<file path="src/rtl/seq_divider_32_pkg.sv">
// Shared encodings for the iterative RV32M divider.
package seq_divider_32_pkg;
    localparam int XLEN = 32;
    localparam int ITER = XLEN;

    localparam logic [1:0] OP_DIV  = 2'b00;
    localparam logic [1:0] OP_DIVU = 2'b01;
    localparam logic [1:0] OP_REM  = 2'b10;
    localparam logic [1:0] OP_REMU = 2'b11;

    typedef enum logic [1:0] {
        IDLE = 2'b00,
        CALC = 2'b01,
        FIX  = 2'b10
    } state_t;

    // op[0]=0 selects the signed forms (DIV/REM).
    function automatic logic is_signed_op(input logic [1:0] op);
        return ~op[0];
    endfunction
endpackage

</file>
<file path="src/rtl/BK_Adder_32.sv">
// 32-bit Brent-Kung prefix adder: Sum = A + B + Cin, Cout is the carry out of bit 31.
module BK_Adder_32 (
    input  logic [31:0] A,
    input  logic [31:0] B,
    input  logic        Cin,
    output logic [31:0] Sum,
    output logic        Cout
);
    logic [31:0] g0, p0, gp, pp;

    always_comb begin
        int step;
        int j;
        g0 = A & B;
        p0 = A ^ B;
        gp = g0;
        pp = p0;
        // Fold Cin into bit 0 so every gp[i] becomes the carry out of bit i.
        gp[0] = g0[0] | (p0[0] & Cin);
        for (int l = 0; l < 5; l++) begin
            step = 1 << l;
            for (int i = 0; i < 32; i++) begin
                if (((i + 1) % (2 * step)) == 0) begin
                    j = i - step;
                    gp[i] = gp[i] | (pp[i] & gp[j[4:0]]);
                    pp[i] = pp[i] & pp[j[4:0]];
                end
            end
        end
        for (int l = 3; l >= 0; l--) begin
            step = 1 << l;
            for (int i = 0; i < 32; i++) begin
                if ((((i + 1) % (2 * step)) == step) && (i + 1 > step)) begin
                    j = i - step;
                    gp[i] = gp[i] | (pp[i] & gp[j[4:0]]);
                    pp[i] = pp[i] & pp[j[4:0]];
                end
            end
        end
        Sum  = p0 ^ {gp[30:0], Cin};
        Cout = gp[31];
    end
endmodule

</file>
<file path="src/rtl/seq_divider_32_div_step.sv">
// One restoring-division iteration: shift in the next dividend bit, trial-subtract, keep or restore.
module div_step
    import seq_divider_32_pkg::*;
(
    input  logic [XLEN-1:0] r_i,
    input  logic [XLEN-1:0] q_i,
    input  logic [XLEN-1:0] dvs_i,
    output logic [XLEN-1:0] r_o,
    output logic [XLEN-1:0] q_o
);
    logic [XLEN-1:0] shifted, diff;
    logic            cout, take;

    assign shifted = {r_i[XLEN-2:0], q_i[XLEN-1]};

    BK_Adder_32 u_sub (
        .A   (shifted),
        .B   (~dvs_i),
        .Cin (1'b1),
        .Sum (diff),
        .Cout(cout)
    );

    // r_i[31] is the implicit 33rd partial-remainder bit, so the subtract always fits.
    assign take = r_i[XLEN-1] | cout;
    assign r_o  = take ? diff : shifted;
    assign q_o  = {q_i[XLEN-2:0], take};
endmodule

</file>
<file path="src/rtl/seq_divider_32.sv">
// Iterative radix-2 restoring divider for DIV/DIVU/REM/REMU, one quotient bit per clock.
module seq_divider_32
    import seq_divider_32_pkg::*;
(
    input  logic            clk,
    input  logic            rst,
    input  logic            start,
    input  logic [1:0]      op,
    input  logic [XLEN-1:0] dividend,
    input  logic [XLEN-1:0] divisor,
    output logic            busy,
    output logic            done,
    output logic [XLEN-1:0] result,
    output logic [XLEN-1:0] quotient,
    output logic [XLEN-1:0] remainder,
    output logic            div_by_zero
);
    state_t          state_q;
    logic [4:0]      cnt_q;
    logic [1:0]      op_q;
    logic            q_neg_q, r_neg_q;
    logic [XLEN-1:0] r_q, q_q, dvs_q;
    logic            busy_q, done_q, dbz_q;
    logic [XLEN-1:0] res_q, quo_q, rem_q;

    logic            sgn, dvd_neg, dvs_neg, dvs_zero;
    logic [XLEN-1:0] neg_a_in, neg_b_in, neg_a, neg_b;
    logic [XLEN-1:0] abs_dvd, abs_dvs, q_fix, r_fix, r_d, q_d;
    logic            unused_co_a, unused_co_b;

    assign sgn      = is_signed_op(op);
    assign dvd_neg  = sgn & dividend[XLEN-1];
    assign dvs_neg  = sgn & divisor[XLEN-1];
    assign dvs_zero = (divisor == '0);

    // The two negators take the operands in IDLE and the raw results in FIX.
    assign neg_a_in = (state_q == FIX) ? q_q : dividend;
    assign neg_b_in = (state_q == FIX) ? r_q : divisor;

    BK_Adder_32 u_neg_a (.A('0), .B(~neg_a_in), .Cin(1'b1), .Sum(neg_a), .Cout(unused_co_a));
    BK_Adder_32 u_neg_b (.A('0), .B(~neg_b_in), .Cin(1'b1), .Sum(neg_b), .Cout(unused_co_b));

    // |0x80000000| stays 0x80000000, which is correct when read as unsigned.
    assign abs_dvd = dvd_neg ? neg_a : dividend;
    assign abs_dvs = dvs_neg ? neg_b : divisor;
    assign q_fix   = q_neg_q ? neg_a : q_q;
    assign r_fix   = r_neg_q ? neg_b : r_q;

    div_step u_step (
        .r_i  (r_q),
        .q_i  (q_q),
        .dvs_i(dvs_q),
        .r_o  (r_d),
        .q_o  (q_d)
    );

    always_ff @(posedge clk or posedge rst) begin
        if (rst) begin
            state_q <= IDLE;
            cnt_q   <= '0;
            op_q    <= '0;
            q_neg_q <= 1'b0;
            r_neg_q <= 1'b0;
            r_q     <= '0;
            q_q     <= '0;
            dvs_q   <= '0;
            busy_q  <= 1'b0;
            done_q  <= 1'b0;
            dbz_q   <= 1'b0;
            res_q   <= '0;
            quo_q   <= '0;
            rem_q   <= '0;
        end else begin
            done_q <= 1'b0;
            unique case (state_q)
                IDLE: begin
                    if (start) begin
                        op_q    <= op;
                        // Divide by zero must leave the all-ones quotient un-negated.
                        q_neg_q <= (dvd_neg ^ dvs_neg) & ~dvs_zero;
                        r_neg_q <= dvd_neg;
                        dbz_q   <= dvs_zero;
                        q_q     <= abs_dvd;
                        dvs_q   <= abs_dvs;
                        r_q     <= '0;
                        cnt_q   <= '0;
                        busy_q  <= 1'b1;
                        state_q <= CALC;
                    end
                end
                CALC: begin
                    r_q   <= r_d;
                    q_q   <= q_d;
                    cnt_q <= cnt_q + 5'd1;
                    if (cnt_q == 5'(ITER - 1)) state_q <= FIX;
                end
                FIX: begin
                    quo_q   <= q_fix;
                    rem_q   <= r_fix;
                    res_q   <= op_q[1] ? r_fix : q_fix;
                    done_q  <= 1'b1;
                    busy_q  <= 1'b0;
                    state_q <= IDLE;
                end
                default: state_q <= IDLE;
            endcase
        end
    end

    assign busy        = busy_q;
    assign done        = done_q;
    assign result      = res_q;
    assign quotient    = quo_q;
    assign remainder   = rem_q;
    assign div_by_zero = dbz_q;
endmodule
</file>
<file path="config.mk">
export PLATFORM = sky130hd
export DESIGN_NAME = seq_divider_32
export DESIGN_NICKNAME = d
export VERILOG_FILES = /design/src/rtl/seq_divider_32_pkg.sv /design/src/rtl/BK_Adder_32.sv /design/src/rtl/seq_divider_32_div_step.sv /design/src/rtl/seq_divider_32.sv
export SDC_FILE = /design/constraint.sdc
export NUM_CORES = 1
export LEC_CHECK = 0
export BUFFER_PORTS_ARGS = -buffer_cell sky130_fd_sc_hd__buf_4
export CAP_MARGIN = 20
export CORE_MARGIN = 2
export CORE_UTILIZATION = 27
export CTS_BUF_LIST = sky130_fd_sc_hd__clkbuf_16
export DETAILED_ROUTE_END_ITERATION = 8
export PLACE_DENSITY = 0.47
export SLEW_MARGIN = 25
export SYNTH_ARGS = -nofsm -noshare
export SYNTH_HDL_FRONTEND = slang
export SYNTH_SLANG_ARGS = --single-unit
</file>
<file path="constraint.sdc">
create_clock -name clk -period 13.66 [get_ports clk]
set_input_delay 0.683 -clock clk [delete_from_list [all_inputs] [get_ports clk]]
set_output_delay 0.683 -clock clk [all_outputs]
set_load 0.02 [all_outputs]
</file>
==> results.toml <==
[logic_synthesis]
syn-num-nets = 1605
synth_commonest_cells = "nand2_1, dfrtp_1, o21ai_0, mux2i_1, nor2_1"
yosysUniqueCellTypes = 61
synth_top_area_frac = 0.3983
netlist_instances = 1455
yosysSeqAreaShare = 0.3983
ys_top_cells_by_area = "dfrtp_1, nand2_1, mux2i_1"
syn_area_per_cell_um2 = 8.852
synth_edf_count = 0
synth_top_area_cell = "dfrtp_1"
ys.warnings.count = 0
ys_ff_latch = 205
synth_most_common_cell = "nand2_1"
synth_area_mm2 = 0.01288
synthFlopType = "dfrtp_1"
synthArstFlopShare = 1.000

[grt]
grt_pass1_wl_um = 66570
grt_pass1_vias = 10966
grt_use_total = 0.1709
antenna_found_initial = 1
grt_overflow = 0
grt_max_degree = 96

[floorplanning]
die_h_um = 222.4
die_w_um = 222.4
die_area_mm2 = 0.04947
rows = 80
ioPinCount = 168
initial_core_util = 0.2715
design.core.area_mm2 = 0.04745

[sta]
worst_pin_slew_ps = 942.1
finalHoldViolations = 0
max_freq_mhz = 193.7
setup_ws_ps = 8496
rsz0062_at_grt = "false"
setup-violations-final = 0
fin_crit_sh = 0.3780
setup_tns_ps = 0
relSlewSlack = 0.3719
period_needed_ps = 5164
skew_ps = 9.501
drv_slew = 0

[clock_network]
hold_buffers = 0
cts-root-buf = "clkbuf_16"
cts_buffer_depth = 3
numCtsBuffers = 25
cts_sinks = 205
post-cts-setup-buffers = 0
ctsResizeCount = 0
clkLatencyLatePin_ps = 540
cts_tree = "yes"
h-tree-depth = 1
cts.clk_slew.worst_paths_ps = 60

[cells_and_area]
syn2layout_area_growth_pct = 19.92
drive_gt1_frac = 0.1487
fin_nets = 1720
design_area_mm2 = 0.01545
antenna_cells = 0
utilization = 0.3256

[run_status]
outcome = "completed"

[critical_path]
cp_top_family = "simple AND/OR/NAND/NOR gates"
critPathArrivalTime_ps = 5580
crit_chain = "nand2b_4, buf_4, buf_4, mux2i_1, o2111a_2, o211ai_4, nor4_4, o211ai_2, nor4_2, ha_1, mux2i_1, nand2b_1, nand3_1, nand2_1"
max_stage_delay_ps = 800
worstSetupPathType = "flip-flop to flip-flop"
path_buf_inv = 2
cp.required_ps = 14080
worstPathMaxFanout = 83
start_kind = "flip-flop"
critPathCaptureType = "flip-flop"
slowest_stage = "buf_4"

[placement]
place_area_mm2 = 0.01466
io_buffers = 167
hpwl_um = 29900
dpl_worst_slack_ps = 8490
gp_congestion = 0.8346

[power_and_ir_drop]
p_per_area_mw_per_mm2 = 196.0
vdd_drop_max_v = 0.00008422
leakage_nw = 7.364

[drt]
drcViolationCount = 0
ant_nets = 0
wl_per_cell_um = 19.51
first_iter_violations = 915
drt_pre_antenna_iters = 8
vias = 11071
drt_wl_total_um = 42970
viasPerCell = 5.028

[hold_path]
hp-class = "input port to asynchronous set/reset pin"

[run]
drv_cap = 0
[sequential cells by signal, indices dropped and copies added, names as in the netlist]
signal	flops
busy	1
cnt_q	5
div_by_zero	1
done	1
dvs_q	32
op_q	1
q_neg_q	1
q_q	32
quotient	32
r_neg_q	1
r_q	32
remainder	32
result	32
state_q	2
[worst register-to-register path, stage by stage (launching register included)]
cell	delay (ps)
dfrtp_1	460
nand2b_4	550
buf_4	620
buf_4	810
mux2i_1	480
o2111a_2	320
o211ai_4	130
nor4_4	420
o211ai_2	230
nor4_2	330
ha_1	290
mux2i_1	190
nand2b_1	80
nand3_1	80
nand2_1	60
[metal layers]
layer,share of wire,wire length (µm),vias to the layer above,GRT usage
met4,0.019,832,2,0.04048
met2,0.46,19590,269,0.2744
li1,-,-,5324,-
met1,0.47,20270,5422,0.2408
met3,0.053,2257,54,0.02724
met5,0.00035,15,-,0
[kinds of logic after synthesis]
logic type,after synthesis,synth area share
AOI/OAI and AO/OA,302,0.1539
DFF,205,0.3983
adders and majority gates,81,0.08801
xor gates and xnor gates,63,0.04284
buffers and inverters,146,0.04439
muxes,96,0.07461
and+or+nand+nor,562,0.1980
[metrics by stage]
step	total power, mW	hold slack, ps	std cells
final	3.027	272.5	2202
after global routing	3.277	324.2	2202
after CTS	3.051	301.7	2202
after detailed placement	2.384	459.6	2158
after global placement	2.362	458.2	2158
after floorplan	1.969	449.4	1455
[final cells by class]
| type | count | area, µm² |
|---|---|---|
| clock buffer | 25 | 625.6 |
| clock inverter | 19 | 153.9 |
| fill | 5058 | 32000 |
| inverter | 53 | 206.4 |
| multi-input combinational | 1104 | 7197 |
| sequential | 205 | 5135 |
| tap | 615 | 769.5 |
| timing repair buffer | 181 | 1359 |
[cell usage in the layout (no fill, tap or decap), types with 4 or more instances in the layout]
| master | netlist | final |
|---|---|---|
| buf_4 | 0 | 181 |
| o21ai_0 | 130 | 130 |
| nor3_1 | 30 | 30 |
| nand4_1 | 6 | 6 |
| inv_1 | 52 | 60 |
| xnor2_1 | 46 | 46 |
| nor4_1 | 4 | 4 |
| and2_1 | 5 | 5 |
| clkinv_1 | 0 | 4 |
| o211ai_1 | 7 | 7 |
| nand2b_1 | 35 | 33 |
| nand2_1 | 304 | 304 |
| a21oi_1 | 34 | 34 |
| o221ai_1 | 10 | 10 |
| mux2i_1 | 96 | 96 |
| a22oi_1 | 9 | 9 |
| a21o_1 | 6 | 6 |
| fa_1 | 16 | 16 |
| nand3_1 | 54 | 54 |
| a31oi_1 | 18 | 18 |
| ha_1 | 65 | 65 |
| nor2b_1 | 39 | 38 |
| dfrtp_1 | 205 | 203 |
| o22ai_1 | 12 | 12 |
| nor2_1 | 66 | 65 |
| xor2_1 | 17 | 17 |
| a222oi_1 | 30 | 30 |
| o311ai_0 | 20 | 20 |
| clkbuf_16 | 0 | 25 |
[report_power, final]
group,switching [mW],internal [mW],total [mW]
clock,0.268,0.385,0.653
combinational,0.746,0.587,1.33
sequential,0.259,0.782,1.04
[path summary, 6_finish.rpt]
check                            from         end  slack, ps  cells past startpoint
max in group asynchronous         rst     op_q[1]      11950                      3
min reg2reg                result[10]  result[10]        470                      2
min                               rst  result[21]        270                      2
min in group clk                op[1]     op_q[1]        340                      3
max                        state_q[0]  result[30]       8500                     14
max reg2reg                state_q[0]  result[30]       8500                     14
No activity file was read; power rests on OpenSTA's default activity.
